$ cat config.mk
export PLATFORM = sky130hd
export DESIGN_NAME = frame_cfg_scheduler
export DESIGN_NICKNAME = d
export VERILOG_FILES = /design/src/rtl/frame_cfg_pkg.sv /design/src/rtl/cfg_regbank.sv /design/src/rtl/frame_cfg_scheduler.sv
export SDC_FILE = /design/constraint.sdc
export NUM_CORES = 1
export LEC_CHECK = 0
export ABC_AREA = 1
export ABC_CLOCK_PERIOD_IN_PS = 4050
export CAP_MARGIN = 10
export CORE_MARGIN = 2
export CORE_UTILIZATION = 42
export CTS_CLUSTER_DIAMETER = 100
export DETAILED_ROUTE_END_ITERATION = 8
export DONT_BUFFER_PORTS = 1
export GPL_TIMING_DRIVEN = 0
export PLACE_DENSITY = 0.61
export SYNTH_ARGS = -nofsm -noshare
export SYNTH_HDL_FRONTEND = slang
export SYNTH_SLANG_ARGS = --single-unit
$ cat constraint.sdc
create_clock -name clk -period 4.05 [get_ports clk]
set_clock_uncertainty 0.05 [all_clocks]
set_input_delay 0.81 -clock clk [delete_from_list [all_inputs] [get_ports clk]]
set_output_delay 0.81 -clock clk [all_outputs]
set_load 0.02 [all_outputs]
$ cat src/rtl/frame_cfg_pkg.sv
// Shared definitions for frame_cfg_scheduler and cfg_regbank.
// Contents: register addresses, reset constants, parser state encoding,
// command byte layout, the register bank payload and its read/write helpers.
package frame_cfg_pkg;

    localparam int unsigned NUM_REGS    = 4;
    localparam int unsigned ADDR_W      = 2;
    localparam int unsigned DATA_W      = 8;
    localparam int unsigned COLOR_W     = 6;
    localparam int unsigned MODE_W      = 2;

    localparam logic [ADDR_W-1:0] ADDR_COLOR  = 2'd0;
    localparam logic [ADDR_W-1:0] ADDR_SAMPLE = 2'd1;
    localparam logic [ADDR_W-1:0] ADDR_MODE   = 2'd2;
    localparam logic [ADDR_W-1:0] ADDR_CTRL   = 2'd3;

    localparam logic [DATA_W-1:0]  SAMPLE_RST_DEF = 8'h01;
    localparam logic [COLOR_W-1:0] COLOR_RST_DEF  = 6'h00;

    // Command byte: bit7 selects write, bits[6:0] carry the start address
    localparam int unsigned CMD_WR_BIT   = 7;
    localparam int unsigned CMD_ADDR_MSB = 6;

    typedef enum logic [2:0] {
        ST_IDLE  = 3'd0,
        ST_CMD   = 3'd1,
        ST_WDATA = 3'd2,
        ST_RDATA = 3'd3,
        ST_DROP  = 3'd4
    } state_e;

    typedef struct packed {
        logic [COLOR_W-1:0] color;
        logic [DATA_W-1:0]  sample;
        logic [MODE_W-1:0]  mode;
        logic               audio_en;
    } cfg_regs_t;

    // Register view as seen on the bus; unused bits read as 0
    function automatic logic [DATA_W-1:0] reg_read(input cfg_regs_t r, input logic [ADDR_W-1:0] a);
        logic [DATA_W-1:0] v;
        case (a)
            ADDR_COLOR:  v = {2'b00, r.color};
            ADDR_SAMPLE: v = r.sample;
            ADDR_MODE:   v = {6'b000000, r.mode};
            default:     v = {7'b0000000, r.audio_en};
        endcase
        return v;
    endfunction

    // Bus write into one register; unused bits are dropped
    function automatic cfg_regs_t reg_write(input cfg_regs_t r, input logic [ADDR_W-1:0] a,
                                            input logic [DATA_W-1:0] d);
        cfg_regs_t v;
        v = r;
        case (a)
            ADDR_COLOR:  v.color    = d[COLOR_W-1:0];
            ADDR_SAMPLE: v.sample   = d;
            ADDR_MODE:   v.mode     = d[MODE_W-1:0];
            default:     v.audio_en = d[0];
        endcase
        return v;
    endfunction

    // Saturating post-increment: returns {overflow, next_addr}; never wraps to 0
    function automatic logic [ADDR_W:0] addr_inc(input logic [ADDR_W-1:0] a);
        logic [ADDR_W:0] v;
        if (a == ADDR_CTRL) v = {1'b1, a};
        else                v = {1'b0, ADDR_W'(a + 2'd1)};
        return v;
    endfunction

endpackage

$ cat src/rtl/cfg_regbank.sv
// Shadow/active configuration register bank with frame-synchronous commit.
// Ports: clk, rst_n; wr_en/wr_addr/wr_data write the shadow copy;
// frame_start + ssel_active qualify the commit; active_o is the live copy.
module cfg_regbank
    import frame_cfg_pkg::*;
#(
    parameter logic [7:0] SAMPLE_RST = SAMPLE_RST_DEF,
    parameter logic [5:0] COLOR_RST  = COLOR_RST_DEF
) (
    input  logic              clk,
    input  logic              rst_n,
    input  logic              wr_en,
    input  logic [ADDR_W-1:0] wr_addr,
    input  logic [DATA_W-1:0] wr_data,
    input  logic              frame_start,
    input  logic              ssel_active,
    output cfg_regs_t         active_o
);

    localparam cfg_regs_t RST_VAL = {COLOR_RST, SAMPLE_RST, 2'b00, 1'b0};

    cfg_regs_t shadow_q, shadow_d;
    cfg_regs_t active_q, active_d;
    logic      pending_q, pending_d;
    logic      commit_c;

    // Commit only between transactions so a multi-byte update lands atomically
    assign commit_c = frame_start && pending_q && !ssel_active;

    // Commit copies the pre-write shadow; a same-cycle write keeps pending set
    always_comb begin
        shadow_d  = shadow_q;
        active_d  = active_q;
        pending_d = pending_q;
        if (commit_c) begin
            active_d  = shadow_q;
            pending_d = 1'b0;
        end
        if (wr_en) begin
            shadow_d  = reg_write(shadow_q, wr_addr, wr_data);
            pending_d = 1'b1;
        end
    end

    always_ff @(posedge clk or negedge rst_n) begin
        if (!rst_n) begin
            shadow_q  <= RST_VAL;
            active_q  <= RST_VAL;
            pending_q <= 1'b0;
        end else begin
            shadow_q  <= shadow_d;
            active_q  <= active_d;
            pending_q <= pending_d;
        end
    end

    assign active_o = active_q;

endmodule

$ cat src/rtl/frame_cfg_scheduler.sv
// SPI-driven configuration scheduler: parses command/data bytes into a
// shadow register bank and commits them to the active copy at frame start.
// Ports: clk, rst_n, ssel_active, rx_valid, rx_byte, frame_start in;
// cfg_color, cfg_sample, cfg_mode, cfg_audio_en, tx_byte, tx_load, err out.
// Build option: define READBACK_EN to enable register readback over SPI;
// otherwise read commands are rejected with err and tx_* are tied to 0.
module frame_cfg_scheduler
    import frame_cfg_pkg::*;
#(
    parameter logic [7:0] SAMPLE_RST = SAMPLE_RST_DEF,
    parameter logic [5:0] COLOR_RST  = COLOR_RST_DEF
) (
    input  logic       clk,
    input  logic       rst_n,
    input  logic       ssel_active,
    input  logic       rx_valid,
    input  logic [7:0] rx_byte,
    input  logic       frame_start,
    output logic [5:0] cfg_color,
    output logic [7:0] cfg_sample,
    output logic [1:0] cfg_mode,
    output logic       cfg_audio_en,
    output logic [7:0] tx_byte,
    output logic       tx_load,
    output logic       err
);

    state_e            state_q, state_d;
    logic              ssel_prev_q;
    logic [ADDR_W-1:0] addr_q, addr_d;
    logic              addr_ovf_q, addr_ovf_d;
    logic              err_q, err_d;
    logic              wr_en_c;
    cfg_regs_t         active;
`ifdef READBACK_EN
    logic [DATA_W-1:0] tx_byte_q, tx_byte_d;
    logic              tx_load_q, tx_load_d;
`endif

    cfg_regbank #(
        .SAMPLE_RST (SAMPLE_RST),
        .COLOR_RST  (COLOR_RST)
    ) u_regbank (
        .clk         (clk),
        .rst_n       (rst_n),
        .wr_en       (wr_en_c),
        .wr_addr     (addr_q),
        .wr_data     (rx_byte),
        .frame_start (frame_start),
        .ssel_active (ssel_active),
        .active_o    (active)
    );

    // Parser next-state and strobe logic
    always_comb begin
        state_d    = state_q;
        addr_d     = addr_q;
        addr_ovf_d = addr_ovf_q;
        err_d      = 1'b0;
        wr_en_c    = 1'b0;
`ifdef READBACK_EN
        tx_byte_d  = tx_byte_q;
        tx_load_d  = 1'b0;
`endif
        case (state_q)
            ST_IDLE: begin
                if (ssel_active && !ssel_prev_q) begin
                    state_d    = ST_CMD;
                    addr_d     = '0;
                    addr_ovf_d = 1'b0;
                end
            end
            ST_CMD: begin
                if (rx_valid) begin
                    if (rx_byte[CMD_ADDR_MSB:0] >= 7'(NUM_REGS)) begin
                        state_d = ST_DROP;
                        err_d   = 1'b1;
                    end else if (rx_byte[CMD_WR_BIT]) begin
                        state_d    = ST_WDATA;
                        addr_d     = rx_byte[ADDR_W-1:0];
                        addr_ovf_d = 1'b0;
                    end else begin
`ifdef READBACK_EN
                        state_d                = ST_RDATA;
                        tx_load_d              = 1'b1;
                        tx_byte_d              = reg_read(active, rx_byte[ADDR_W-1:0]);
                        {addr_ovf_d, addr_d}   = addr_inc(rx_byte[ADDR_W-1:0]);
`else
                        state_d = ST_DROP;
                        err_d   = 1'b1;
`endif
                    end
                end
            end
            ST_WDATA: begin
                if (rx_valid) begin
                    if (addr_ovf_q) begin
                        state_d = ST_DROP;
                        err_d   = 1'b1;
                    end else begin
                        wr_en_c              = 1'b1;
                        {addr_ovf_d, addr_d} = addr_inc(addr_q);
                    end
                end
            end
`ifdef READBACK_EN
            ST_RDATA: begin
                if (rx_valid) begin
                    if (addr_ovf_q) begin
                        state_d = ST_DROP;
                        err_d   = 1'b1;
                    end else begin
                        tx_load_d            = 1'b1;
                        tx_byte_d            = reg_read(active, addr_q);
                        {addr_ovf_d, addr_d} = addr_inc(addr_q);
                    end
                end
            end
`endif
            ST_DROP: ;
            default: state_d = ST_IDLE;
        endcase
        // Deselect terminates any transaction
        if (!ssel_active) state_d = ST_IDLE;
    end

    always_ff @(posedge clk or negedge rst_n) begin
        if (!rst_n) begin
            state_q     <= ST_IDLE;
            ssel_prev_q <= 1'b0;
            addr_q      <= '0;
            addr_ovf_q  <= 1'b0;
            err_q       <= 1'b0;
`ifdef READBACK_EN
            tx_byte_q   <= '0;
            tx_load_q   <= 1'b0;
`endif
        end else begin
            state_q     <= state_d;
            ssel_prev_q <= ssel_active;
            addr_q      <= addr_d;
            addr_ovf_q  <= addr_ovf_d;
            err_q       <= err_d;
`ifdef READBACK_EN
            tx_byte_q   <= tx_byte_d;
            tx_load_q   <= tx_load_d;
`endif
        end
    end

    assign cfg_color    = active.color;
    assign cfg_sample   = active.sample;
    assign cfg_mode     = active.mode;
    assign cfg_audio_en = active.audio_en;
    assign err          = err_q;
`ifdef READBACK_EN
    assign tx_byte      = tx_byte_q;
    assign tx_load      = tx_load_q;
`else
    assign tx_byte      = 8'h00;
    assign tx_load      = 1'b0;
`endif

endmodule

After elaboration in Yosys (flattened, before gate mapping)

Cells that the tools add are included.

Add/subtract/negate cells: 1
Multipliers: 0
Div/mod/pow operators: 0
Magnitude comparators: 1
Eq/ne operators: 18
Shift operators: 0
Muxes and demuxes: 34
Bitwise gates (word level): 1
Reductions and logical operators: 17

Operators with widths:

| kind                | count |
|---|---|
| $mux 3              | 8 |
| $mux 1              | 16 |
| $ne 2x2->1 const B  | 8 |
| $mux 2              | 6 |
| $ne 3x3->1 const B  | 4 |
| $pmux 3 s4          | 1 |
| $reduce_and 2->1    | 4 |
| $reduce_and 8->1    | 1 |
| $ge 7x3->1 const B  | 1 |
| $pmux 2 s3          | 1 |
| $reduce_and 6->1    | 1 |
| $reduce_and 5->1    | 1 |
| $eq 2x2->1 const B  | 2 |
| $eq 3x1->1 const B  | 1 |
| $eq 3x2->1 const B  | 1 |
| $eq 3x3->1 const B  | 1 |
| $logic_and 1x1->1   | 3 |
| $logic_not 3->1     | 1 |
| $pmux 1 s3          | 1 |
| $reduce_bool 3->1   | 1 |
| $reduce_or 3->1     | 1 |
| $add 2x1->2 const B | 1 |
| $eq 2x1->1 const B  | 1 |
| $logic_not 1->1     | 2 |
| 4 further kinds     | 4 |

Register bits after elaboration: 43
Latch bits: 0
Memory bits (writable): 0
Bits in read-only memories: 0
Output and inout bits: 27
Memories: 0

Depth between registers and ports, before layout

Gate-level depths: netlist (run 1).

Depth after elaboration: 5
Gate-level depth with buffers: 9
Depth with buffers taken out: 8

Modules after synthesis

Synthesis (run 1) repeated with hierarchy kept, for this count alone.

Cell total of the unflattened synthesis: 250
Area, all modules: 2119.5 um2

By module, submodules not included:

| module              | instances | cells each | area each (um2) | sequential area each (um2) |
|---|---|---|---|---|
| cfg_regbank         | 1         | 158        | 1482.7          | 878.3 |
| frame_cfg_scheduler | 1         | 92         | 636.9           | 200.2 |

Worst setup path after synthesis (run 1)

OpenSTA, ideal clock, no wires.

Path type: input to register
From: input port ssel_active
To: register u_regbank.active_q (netlist bit u_regbank.active_o[12])
Setup time: 117 ps
Data arrival time: 1629 ps
Data required time: 3883 ps
Path slack: 2254 ps
Cell stages on the path: 6
Path buffers: 2
Path through: buf_2 > nor2_2 > inv_2 > clkbuf_1 > nand2_1 > nand2_1

Word-level cells in the longest chain between the ends: 2

RTL lines:

| what                 | line                      | text |
|---|---|---|
| from (decl)          | frame_cfg_scheduler.sv:15 | `input logic ssel_active,` |
| $logic_not 1->1      | cfg_regbank.sv:28         | `assign commit_c = frame_start && pending_q && !ssel_active;` |
| $logic_and 1x1->1    | cfg_regbank.sv:28         |  |
| to (signal assigned) | cfg_regbank.sv:52         | `active_q <= active_d;` |
| to (decl)            | cfg_regbank.sv:23         | `cfg_regs_t active_q, active_d;` |

No other way between the ends.
A chain may end at the register's enable or synchronous reset.

Final worst setup path (run 1)

Ends and elaborated chain as after synthesis.

==> impl_metrics.yaml, run 1 <==
cts:
  cts_made_buffers: 5
  path_clk_slew_ps: 80
  cts_tree: "yes"
  cts_max_path_buffers: 2
  clock-sinks: 43
  clock_latency_ps: 290
  ctsRootBufferMaster: "clkbuf_8"
  cts-hold-fix-buffers: 0
  cts_setup_buffers: 0
  htreeDepth: 2
  cts_resized: 0
sta:
  period_share_pct: 43.8
  final.setup.worst_slack_ps: 2280
  report.final.slew_viol_count: 0
  rsz0062_at_grt: "false"
  tns_ps: 0
  hold_viol: 0
  final-setup-viol-count: 0
  period_minus_slack_ps: 1770
  fmax_ghz: 0.564
power:
  comb_power_share_pct: 19.1
  leakagePower_nw: 1.23
  peakVddDrop_uv: 213
  p_sw_share_pct: 31.5
  cellPowerDensity_mw_per_mm2: 413
  p_seq_share_pct: 52.4
  power_frac_clock_pct: 28.5
  p_switching_mw: 0.294
  p_int_mw: 0.638
global_routing:
  antenna_found_initial: 0
  grt_pass1_wl_mm: 6.55
  track_usage_pct: 15.5
  grt_pass1_vias: 1394
  grt_remaining_overflow: 0
  grt_max_degree: 44
routing:
  drc: 0
  ant_nets: 0
  postRouteWirelength_mm: 3.81
  drtIter0Drc: 90
  first_pass_iters: 4
  wl_per_cell_um: 11.9
  vias: 1452
  vias_per_cell: 4.54
worst_setup_path:
  max_stage_delay_ps: 350
  cpMostUsedCell: "nand2_1"
  worst-setup-path-type: "input port to register"
  arrival_ps: 1920
  crit_chain: "buf_2, nor2_2, inv_2, clkbuf_1, nand2_1, nand2_1"
  worstSetupStartpointType: "input port"
  cp_max_fo: 10
  critPathRequiredTime_ps: 4190
  crit_path_end_kind: "register"
  crit_family: "buffers and inverters"
  rr_worst_depth: 9
  timing.rr.start: "state_q[0]$_DFFE_PN0P_"
  crit_buf_inv: 3
  regToRegEndpoint: "u_regbank.shadow_q[10]$_DFFE_PN0P_"
  r2r_slack_ps: 2490
  crit_start: "ssel_active"
  cpMaxStageDelayCell: "nor2_2"
logic_synthesis:
  synth_area_mm2: 0.00206
  async_flop_share_pct: 100
  synth_cell_types: 26
  synth_edf_count: 0
  synthCells: 237
  synth_area_leaders: "dfrtp_1, nand2_1, o21ai_2"
  yosysSeqAreaShare_pct: 52.4
  avgSynthCellArea_um2: 8.69
  synthFlopType: "dfrtp_1"
  synth-seq-cells: 43
  yosysTopAreaCellShare_pct: 49.8
  yosysWarningCount: 0
  synth_top_cell_by_area: "dfrtp_1"
place:
  dp_slack_ps: 1880
  io_buffers: 0
  hpwlAfterDp_mm: 2.77
  gp_congestion: 0.810
  dp_cells: 312
  dpl_cell_area_mm2: 0.00217
floorplan:
  placementRows: 25
  die_area_mm2: 0.00548
  boundaryPins: 40
  die_h_um: 74.0
  die_x_um: 74.0
  coreArea_mm2: 0.00472
  start_util_pct: 43.6
job:
  cap_violations: 0
final_layout:
  drive_gt1_share_pct: 17.4
  insertedDiodeCount: 0
  nets: 270
  stdcell_area_mm2: 0.00226
  multiInputGateArea_um2: 837
  layout_commonest_cell: "nand2_1"
  final_cell_mix: "nand2_1, dfrtp_1, inv_1, nand3_1, o21ai_2"
  fin_cells: 320
  syn2layout_area_growth_pct: 9.66
  register_area_mm2: 0.00108
  fillCellCount: 464
hold_path:
  hold_path_class: "input port to asynchronous set/reset pin"
status:
  status: "completed"
## synthesized netlist by cell type, types with 2 or more instances
cell type	instances
buf_2	2
buf_4	9
buf_6	2
dfrtp_1	41
dfstp_2	2
ha_1	5
inv_1	16
nand2_1	96
nand2_2	2
nand2_4	2
nand3_1	16
nor2_1	9
o21ai_0	10
o21ai_2	13
## power by group through the flow
stage	sequential (mW)	combinational, mW	clock [mW]
2_1_floorplan	0.490	0.152	0
3_3_place_gp	0.495	0.176	0
3_5_place_dp	0.497	0.179	0
4_1_cts	0.489	0.180	0.275
5_1_grt	0.495	0.209	0.289
6_report	0.489	0.178	0.266
## final cells by class
cell class              instances  area share (%)
plain buffers                  14            4.60
clock buffers                   6            3.21
clock inverters                 2           0.554
inverters                      18            3.10
multi-input cells             170            37.1
flip-flops and latches         43            47.8
well taps                      67            3.71
## cells by family (layout without fill, tap and decap cells)
logic type,count (synthesis),in the layout,synth area share [%]
buffers and inverters,32,40,8.44
AO/OA/AOI/OAI,24,24,8.20
adder cells (fa/ha/maj),5,5,3.04
flip-flops,43,43,52.4
other,1,9,0.182
AND/OR/NAND/NOR,132,132,27.8
## routing by layer
layer	part of all wire (%)	vias up	GRT usage, %
met3	4.6	4	4.34
met2	49	33	25.6
li1	-	757	-
met1	45	658	19.9
met4	1.2	0	4.85
met5	0	-	0
## state kept, by name (all words and copies together) (netlist names)
register	flops
ssel_prev_q	1
state_q	3
addr_q	2
u_regbank.shadow_q	17
addr_ovf_q	1
u_regbank.pending_q	1
u_regbank.active_o	17
err	1
## worst max path at each step
| stage | endpoint | cells after the start |
|---|---|---|
| after global placement | u_regbank.active_o[2]$_DFFE_PN0P_ | 6 |
| after CTS | u_regbank.active_o[2]$_DFFE_PN0P_ | 6 |
| final | u_regbank.active_o[12]$_DFFE_PN0P_ | 6 |
| after floorplan | u_regbank.active_o[12]$_DFFE_PN0P_ | 6 |
| after global routing | u_regbank.active_o[16]$_DFFE_PN0P_ | 6 |
| after detailed placement | u_regbank.active_o[2]$_DFFE_PN0P_ | 6 |
## per-stage QoR
stage / hold slack, ps / utilization [%] / total power [mW]
floorplan: 392 / - / 0.641
CTS: 142 / 47.8 / 0.944
finish: 151 / 47.8 / 0.933
global route: 133 / 47.8 / 0.994
detailed placement: 408 / 46.0 / 0.677
global placement: 408 / 46.0 / 0.671
## worst register-to-register path: stages, from the launching register on
cell	delay, ps
dfrtp_1	460
nor2_4	160
nand2_2	100
inv_4	100
nand2_4	80
nor2_8	130
nand2_4	100
buf_6	160
nand2_1	80
o21ai_2	50
Note: power is estimated with default switching activity, not from simulation.
==> run 2, diff against run 1 <==
--- a/config.mk
+++ b/config.mk
@@ -6,7 +6,7 @@
 export NUM_CORES = 1
 export LEC_CHECK = 0
 export ABC_AREA = 1
-export ABC_CLOCK_PERIOD_IN_PS = 4050
+export ABC_CLOCK_PERIOD_IN_PS = 1500
 export CAP_MARGIN = 10
 export CORE_MARGIN = 2
 export CORE_UTILIZATION = 42
@@ -14,7 +14,7 @@
 export DETAILED_ROUTE_END_ITERATION = 8
 export DONT_BUFFER_PORTS = 1
 export GPL_TIMING_DRIVEN = 0
-export PLACE_DENSITY = 0.61
+export PLACE_DENSITY = 0.64
 export SYNTH_ARGS = -nofsm -noshare
 export SYNTH_HDL_FRONTEND = slang
 export SYNTH_SLANG_ARGS = --single-unit
==> constraint.sdc (replaced) <==
create_clock -name clk -period 1.5 [get_ports clk]
set_clock_uncertainty 0.05 [all_clocks]
set_input_delay 0.3 -clock clk [delete_from_list [all_inputs] [get_ports clk]]
set_output_delay 0.3 -clock clk [all_outputs]
set_load 0.02 [all_outputs]
==> impl_metrics.yaml, run 2 (same netlist as run 1, synthesis figures left out) <==
global_routing:
  track_usage_pct: 14.5
  grt_pass1_wl_mm: 5.99
  grt_remaining_overflow: 0
  grt_pass1_vias: 1281
  antenna_found_initial: 0
  grt_max_degree: 44
final_layout:
  register_area_mm2: 0.00108
  insertedDiodeCount: 0
  drive_gt1_share_pct: 23.4
  multiInputGateArea_um2: 886
  nets: 278
  fin_cells: 328
  final_cell_mix: "nand2_1, dfrtp_1, inv_1, nand3_1, buf_4"
  layout_commonest_cell: "nand2_1"
  syn2layout_area_growth_pct: 17.4
  fillCellCount: 456
  final_util_pct: 51.2
  stdcell_area_mm2: 0.00242
worst_setup_path:
  cpMostUsedCell: "nand2_4"
  arrival_ps: 1640
  cpMaxStageDelayCell: "dfrtp_2"
  crit_path_end_kind: "register"
  worstSetupStartpointType: "register"
  max_stage_delay_ps: 440
  critPathRequiredTime_ps: 1650
  cp_max_fo: 5
  worst-setup-path-type: "register to register"
  crit_chain: "nor2_4, nand2_4, inv_4, nand2_4, nor2_8, nand2_4, buf_8, nand2_2, o21ai_2"
cts:
  cts_made_buffers: 5
  clock-sinks: 43
  clock_latency_ps: 300
  cts_max_path_buffers: 2
  ctsRootBufferMaster: "clkbuf_8"
  htreeDepth: 2
  cts_tree: "yes"
  path_clk_slew_ps: 90
floorplan:
  placementRows: 25
  start_util_pct: 43.6
  die_x_um: 74.0
  boundaryPins: 40
  die_area_mm2: 0.00548
  coreArea_mm2: 0.00472
  die_h_um: 74.0
place:
  gp_congestion: 0.798
  io_buffers: 0
  dpl_cell_area_mm2: 0.00217
  hpwlAfterDp_mm: 2.71
  dp_cells: 312
status:
  status: "completed"
routing:
  vias: 1499
  drc: 0
  first_pass_iters: 4
  wl_per_cell_um: 11.5
  drtIter0Drc: 81
  postRouteWirelength_mm: 3.76
  vias_per_cell: 4.57
  ant_nets: 0
sta:
  report.final.slew_viol_count: 0
  period_minus_slack_ps: 1490
  hold_viol: 0
  final-setup-viol-count: 0
  period_share_pct: 99.3
  rsz0062_at_grt: "true"
  fmax_ghz: 0.672
  tns_ps: 0
power:
  power_mw: 2.73
  cellPowerDensity_mw_per_mm2: 1130
  peakVddDrop_uv: 497
  leakagePower_nw: 1.28
job:
  cap_violations: 0
hold_path:
  hold_path_class: "input port to register"
==> run 2: metal layers <==
| metal | up-vias | global-route usage, % | wire length, um |
|---|---|---|---|
| li1 | 777 | - | - |
| met1 | 679 | 18.6 | 1740 |
| met2 | 33 | 22.9 | 1790 |
| met3 | 10 | 4.07 | 133 |
| met4 | 0 | 6.67 | 91 |
| met5 | - | 0 | 0 |
==> run 2: area by class of cell <==
type                       count  area share [%]
tap                           67            3.47
buffer                        12            3.83
clock buffer                   5            2.85
timing repair buffer          10            4.55
inverter                      18            2.90
multi-input combinational    170            36.6
clock inverter                 3           0.983
sequential                    43            44.8
==> run 2: final timing paths <==
kind	slack (ps)	depth (start not counted)	to	startpoint
setup reg to reg	10	9	u_regbank.shadow_q[16]$_DFFE_PN0P_	state_q[0]$_DFFE_PN0P_
min in group asynchronous	400	2	u_regbank.active_o[6]$_DFFE_PN0P_	rst_n
hold / removal	100	2	u_regbank.shadow_q[9]$_DFFE_PN0P_	rx_byte[6]
max in group asynchronous	740	2	u_regbank.shadow_q[3]$_DFFE_PN1P_	rst_n
setup / recovery	10	9	u_regbank.shadow_q[16]$_DFFE_PN0P_	state_q[0]$_DFFE_PN0P_
hold reg to reg	420	2	u_regbank.active_o[3]$_DFFE_PN1P_	u_regbank.shadow_q[3]$_DFFE_PN1P_
==> run 2: power by group <==
| group | switching (mW) | internal [mW] | leakage (nW) |
|---|---|---|---|
| clock network | 0.427 | 0.333 | 0.0408 |
| registers | 0.0786 | 1.23 | 0.584 |
| logic | 0.402 | 0.261 | 0.654 |
==> run 2: what timing repair did <==
item | CTS | global route
resized for setup | 5 | 12
gates cloned | 0 | 1
setup buffers | 3 | 3
pin swaps | 2 | 2
endpoints found under the setup margin | 18 | 32
hold endpoints to repair | 44 | 0
hold buffers | 3 | 0
==> run 2: critical path, delay by kind of cell (launching register included) <==
kind / cells / cell delay [ps]
AND/OR/NAND/NOR: 6 / 630
flip-flops: 1 / 440
buffers and inverters: 2 / 230
AO/OA/AOI/OAI: 1 / 40
==> run 2: stage by stage <==
step	hold WS, ps	worst slack, ps
floorplan	-45.6	95.3
global placement	-44.9	-93.7
detailed placement	-45.0	-93.2
CTS	96.4	12.0
global route	100	-46.3
finish	95.6	10.8
